==> src/rtl/shift_ext_pkg.sv <==
// Shared definitions for the iterative shift/extend unit.
//   op_e    : 3-bit operation encoding presented on the op port
//   state_e : control FSM states
//   is_shift: true for the three variable-amount shift operations
package shift_ext_pkg;

  typedef enum logic [2:0] {
    OP_SLL    = 3'b000,
    OP_SRL    = 3'b001,
    OP_SRA    = 3'b010,
    OP_SEXT   = 3'b011,
    OP_ZEXT   = 3'b100,
    OP_BR_OFF = 3'b101,
    OP_LUI    = 3'b110,
    OP_ILL    = 3'b111
  } op_e;

  typedef enum logic [1:0] {
    ST_IDLE  = 2'b00,
    ST_SHIFT = 2'b01,
    ST_DONE  = 2'b10
  } state_e;

  function automatic logic is_shift(input op_e o);
    return (o == OP_SLL) || (o == OP_SRL) || (o == OP_SRA);
  endfunction

endpackage

==> src/rtl/imm_extender.sv <==
// Combinational immediate extender.
//   imm_i : IMM_W-bit immediate field
//   op_i  : operation; only SEXT/ZEXT/BR_OFF/LUI produce a non-zero result
//   ext_o : WIDTH-bit extended value (zero for shift and illegal ops)
module imm_extender
  import shift_ext_pkg::*;
#(
  parameter int unsigned WIDTH = 32,
  parameter int unsigned IMM_W = 16
) (
  input  logic [IMM_W-1:0] imm_i,
  input  op_e              op_i,
  output logic [WIDTH-1:0] ext_o
);

  logic [WIDTH-1:0] sext;
  logic [WIDTH-1:0] zext;

  assign sext = {{(WIDTH - IMM_W){imm_i[IMM_W-1]}}, imm_i};
  assign zext = {{(WIDTH - IMM_W){1'b0}}, imm_i};

  always_comb begin
    ext_o = '0;
    case (op_i)
      OP_SEXT:   ext_o = sext;
      OP_ZEXT:   ext_o = zext;
      OP_BR_OFF: ext_o = sext << 2;  // top two bits drop off
      OP_LUI:    ext_o = zext << (WIDTH - IMM_W);
      default:   ext_o = '0;
    endcase
  end

endmodule

==> src/rtl/iter_shift_extend.sv <==
// Multi-cycle shift/extend unit for the EX stage.
// Shifts (SLL/SRL/SRA) advance STEP bits per cycle; extend ops finish in one cycle.
//   clk, rst              : clock, synchronous active-high reset
//   in_valid/in_ready     : request handshake (in_ready only in IDLE and out of reset)
//   op, data_in, imm_in,  : operation and operands, sampled only on accept
//   shamt
//   out_valid/out_ready   : result handshake; result held until out_ready
//   data_out, out_err     : result and illegal-op flag
module iter_shift_extend
  import shift_ext_pkg::*;
#(
  parameter  int unsigned WIDTH   = 32,
  parameter  int unsigned IMM_W   = 16,
  parameter  int unsigned STEP    = 1,
  localparam int unsigned SHAMT_W = $clog2(WIDTH)
) (
  input  logic               clk,
  input  logic               rst,
  input  logic               in_valid,
  output logic               in_ready,
  input  logic [2:0]         op,
  input  logic [WIDTH-1:0]   data_in,
  input  logic [IMM_W-1:0]   imm_in,
  input  logic [SHAMT_W-1:0] shamt,
  output logic               out_valid,
  input  logic               out_ready,
  output logic [WIDTH-1:0]   data_out,
  output logic               out_err
);

  // One extra bit so STEP == WIDTH is representable.
  localparam int unsigned    CntW    = SHAMT_W + 1;
  localparam logic [CntW-1:0] StepMax = CntW'(STEP);

  state_e               state_q, state_d;
  logic [WIDTH-1:0]     work_q, work_d;
  logic [SHAMT_W-1:0]   rem_q, rem_d;
  op_e                  op_q, op_d;
  logic                 err_q, err_d;

  op_e                  op_in;
  logic                 accept;
  logic [WIDTH-1:0]     ext_val;
  logic [CntW-1:0]      rem_ext;
  logic [CntW-1:0]      step_amt;
  logic [WIDTH-1:0]     shifted;

  assign op_in  = op_e'(op);
  assign accept = in_valid & in_ready;

  imm_extender #(
    .WIDTH (WIDTH),
    .IMM_W (IMM_W)
  ) u_imm_extender (
    .imm_i (imm_in),
    .op_i  (op_in),
    .ext_o (ext_val)
  );

  // State register
  always_ff @(posedge clk) begin
    if (rst) begin
      state_q <= ST_IDLE;
    end else begin
      state_q <= state_d;
    end
  end

  // Next-state logic
  always_comb begin
    state_d = state_q;
    case (state_q)
      ST_IDLE: begin
        if (accept) begin
          state_d = (is_shift(op_in) && (shamt != '0)) ? ST_SHIFT : ST_DONE;
        end
      end
      ST_SHIFT: begin
        if (rem_d == '0) state_d = ST_DONE;
      end
      ST_DONE: begin
        if (out_ready) state_d = ST_IDLE;
      end
      default: state_d = ST_IDLE;
    endcase
  end

  // Per-step shifter: s = min(STEP, remaining)
  always_comb begin
    rem_ext  = {1'b0, rem_q};
    step_amt = (rem_ext > StepMax) ? StepMax : rem_ext;
    case (op_q)
      OP_SLL:  shifted = work_q << step_amt;
      OP_SRL:  shifted = work_q >> step_amt;
      OP_SRA:  shifted = $unsigned($signed(work_q) >>> step_amt);
      default: shifted = work_q;
    endcase
  end

  // Datapath next-state
  always_comb begin
    work_d = work_q;
    rem_d  = rem_q;
    op_d   = op_q;
    err_d  = err_q;
    case (state_q)
      ST_IDLE: begin
        if (accept) begin
          op_d  = op_in;
          err_d = 1'b0;
          rem_d = '0;
          if (is_shift(op_in)) begin
            // shamt == 0 goes straight to DONE with data_in as the result
            work_d = data_in;
            rem_d  = shamt;
          end else if (op_in == OP_ILL) begin
            work_d = '0;
            err_d  = 1'b1;
          end else begin
            work_d = ext_val;
          end
        end
      end
      ST_SHIFT: begin
        work_d = shifted;
        rem_d  = SHAMT_W'(rem_ext - step_amt);
      end
      ST_DONE: begin
        if (out_ready) err_d = 1'b0;
      end
      default: ;
    endcase
  end

  always_ff @(posedge clk) begin
    if (rst) begin
      work_q <= '0;
      rem_q  <= '0;
      op_q   <= OP_SLL;
      err_q  <= 1'b0;
    end else begin
      work_q <= work_d;
      rem_q  <= rem_d;
      op_q   <= op_d;
      err_q  <= err_d;
    end
  end

  // Outputs
  always_comb begin
    in_ready  = (state_q == ST_IDLE) && !rst;
    out_valid = (state_q == ST_DONE);
    data_out  = work_q;
    out_err   = err_q;
  end

endmodule

==> config.mk <==
export PLATFORM = sky130hd
export DESIGN_NAME = iter_shift_extend
export DESIGN_NICKNAME = d
export VERILOG_FILES = /design/src/rtl/shift_ext_pkg.sv /design/src/rtl/imm_extender.sv /design/src/rtl/iter_shift_extend.sv
export SDC_FILE = /design/constraint.sdc
export NUM_CORES = 1
export LEC_CHECK = 0
export ABC_AREA = 1
export BUFFER_PORTS_ARGS = -buffer_cell sky130_fd_sc_hd__buf_2
export CORE_UTILIZATION = 40
export DETAILED_ROUTE_END_ITERATION = 10
export PLACE_DENSITY = 0.72
export SYNTH_ARGS = -nofsm -noshare
export SYNTH_HDL_FRONTEND = slang
export SYNTH_SLANG_ARGS = --single-unit
export TNS_END_PERCENT = 10
==> constraint.sdc <==
create_clock -name clk -period 2.2 [get_ports clk]
set_clock_uncertainty 0.15 [all_clocks]
set_input_delay 0.22 -clock clk [delete_from_list [all_inputs] [get_ports clk]]
set_output_delay 0.22 -clock clk [all_outputs]
set_load 0.05 [all_outputs]
==> results.sh <==
export IMPL_coreArea_sq_mm=0.00818
export IMPL_cts_buffers=5
export IMPL_crit_family="simple AND/OR/NAND/NOR gates"
export IMPL_portBuffers=94
export IMPL_antenna_cells=0
export IMPL_async_reset_ff_frac=0
export IMPL_vias_per_cell=5.63
export IMPL_place_area_sq_mm=0.00391
export IMPL_max_slew_margin_rel=0.622
export IMPL_numClockSinks=43
export IMPL_seqPwrFrac=0.362
export IMPL_cts_tree="done"
export IMPL_ant_nets=0
export IMPL_pwr_density_cell_mw_per_mm2=653
export IMPL_drt_wirelength_per_cell_um=14.8
export IMPL_synth_area_sq_mm=0.00337
export IMPL_synth_common_cells="nand2_1 (119), inv_1 (67), o21ai_0 (49), dfxtp_1 (43), nand3_1 (38)"
export IMPL_yosys_area_top_type_share=0.256
export IMPL_ctsResizeCount=0
export IMPL_grt_usage=0.249
export IMPL_finalSetupViolations=0
export IMPL_firstDrtPassIters=6
export IMPL_fin_crit_ns=1.99
export IMPL_synth_cell_types=39
export IMPL_ioPinCount=95
export IMPL_reg2reg_depth=16
export IMPL_utilization=0.490
export IMPL_worst_pin_slew_ns=0.566
export IMPL_hold_class="in -> reg"
export IMPL_netlist_instances=546
export IMPL_fin_cells=731
export IMPL_vias=4115
export IMPL_p_clk_frac=0.204
export IMPL_grt_pass1_wl_um=17200
export IMPL_clk_pin_slew_ns=0.08
export IMPL_place_ws_ns=0.0772
export IMPL_p_int_mw=1.44
export IMPL_p_sw_mw=1.17
export IMPL_cts_htree_levels=2
export IMPL_cts_setup_buffers=0
export IMPL_syn_avg_cell_area_sq_um=6.17
export IMPL_rsz0062_at_grt="no"
export IMPL_nets=687
export IMPL_end_kind="flop"
export IMPL_die_h_um=93.8
export IMPL_worst_hold_slack_ns=0.0734
export IMPL_ys_ff_latch=43
export IMPL_hpwlAfterDp_um=8070
export IMPL_worstSetupPathDepth=16
export IMPL_dieArea_sq_mm=0.00879
export IMPL_leakagePower_nw=1.92
export IMPL_place_gp_congestion=0.878
export IMPL_start_util=0.412
export IMPL_path_common_cell="nand2_1"
export IMPL_yosysTopAreaCell="dfxtp_1"
export IMPL_critical_path_slowest_cell="dfxtp_1"
export IMPL_route_detailed_drc=0
export IMPL_crit_buf_inv=2
export IMPL_cp_cell_sequence="inv_1, nand3_2, nand2_1, ha_1, nor2_2, nand2_1, nand2_1, nand3_1, nand2_1, nand2_1, nor2_1, nand2_1, nand2_1, o31ai_1, nand2_1, inv_1"
export IMPL_synth_flop_cell="dfxtp_1"
export IMPL_drtIter0Drc=251
export IMPL_status="finished clean"
export IMPL_grt_pass1_vias=3679
export IMPL_die_width_um=93.8
export IMPL_cts_buffer_depth=2
export IMPL_worstPathArrival_ns=2.04
export IMPL_crit_type="reg -> reg"
export IMPL_antenna_found_initial=0
export IMPL_critPathRequiredTime_ns=2.25
export IMPL_dpl_cell_count=724
export IMPL_worstSkewPairLatency_ns=0.31
export IMPL_syn_to_final_growth_pct=18.8
export IMPL_grt_max_degree=55
export IMPL_yosys_warnings=0
export IMPL_finalHoldViolations=0
export IMPL_critPathLaunchType="flop"
export IMPL_synth_edf_count=0
export IMPL_p_sw_frac=0.449
export IMPL_setup_tns_ns=0
export IMPL_synth_net_count=607
export IMPL_max_stage_delay_ns=0.37
export IMPL_rows=33
export IMPL_stdcell_area_sq_mm=0.00400
export IMPL_min_period_over_period=0.905
export IMPL_yosysSeqAreaShare=0.256
export IMPL_holdPathStages=3
export IMPL_fin_ws_ns=0.209
export IMPL_hold_buffers=0
export IMPL_irDropWorstVdd_v=0.000258
export IMPL_path_max_fanout=4
export IMPL_drt_total_wl_um=10900
export IMPL_max_cap_violations=0
export IMPL_drive_gt1_frac=0.230
export IMPL_finalMaxSlewViolations=0
export IMPL_total_power_mw=2.61
export IMPL_yosysMostFrequentCell="nand2_1"
export IMPL_root_buffer="clkbuf_8"
export IMPL_overflow=0
export IMPL_pwr_share_comb=0.434
export IMPL_max_freq_mhz=502
export IMPL_synthTopCellsByArea="dfxtp_1 (26%), nand2_1 (13%), inv_1 (7.5%)"
==> power groups by stage <==
stage	Combinational (mW)	Sequential, mW	Clock (mW)
6_report	1.13	0.946	0.534
5_1_grt	1.24	0.956	0.570
4_1_cts	1.12	0.943	0.542
3_5_place_dp	1.12	0.961	0
3_3_place_gp	1.10	0.958	0
2_1_floorplan	0.612	1.17	0
==> path summary, 6_finish.rpt <==
kind / start / end / slack [ns]
hold / removal: op[0] / op_q[0] / 0.07
hold reg to reg: out_err / out_err / 0.31
setup reg to reg: rem_q[4] / state_q[0] / 0.21
setup / recovery: rem_q[4] / state_q[0] / 0.21
==> cells by family after synthesis <==
group	count (synthesis)	synth area share
buffers and inverters	113	0.140
adders and majority gates	1	0.00371
AOI/OAI and AO/OA	175	0.319
DFF	43	0.256
and+or+nand+nor	214	0.282
==> metal layers <==
layer  wire (um)  global-route usage  share of wire  vias up
met2        5010               0.415           0.46      187
met4         263              0.0936          0.024        0
li1            -                   -              -     2024
met5           0                   0              0        -
met1        4760               0.324           0.44     1879
met3         816              0.0340          0.075       25
==> registers in the layout, summed over array words and instances, names as in the netlist <==
signal,count
data_out,32
op_q,3
out_err,1
rem_q,5
state_q,2
==> worst min-delay path, cell delays in order <==
cell	delay, ns
buf_2	0.12
inv_1	0.06
o21ai_0	0.08
==> layout make-up <==
class	instances	area, sq um
clock buffer	6	82.6
inverter	79	297
multi-input combinational	390	2040
fill	866	4170
sequential	43	863
timing repair buffer	107	581
clock inverter	1	5.00
tap	105	131
==> layout by cell type, fill, tap and decap left out, drive strengths merged, types with 10 or more instances in the layout <==
| cell type | instances |
|---|---|
| nand2 | 120 |
| buf | 107 |
| inv | 79 |
| o21ai | 67 |
| dfxtp | 43 |
| nand3 | 39 |
| a21oi | 37 |
| nor2 | 33 |
| o211ai | 25 |
| or2 | 13 |
| o221ai | 10 |
Power figures use the tool's default switching activity.
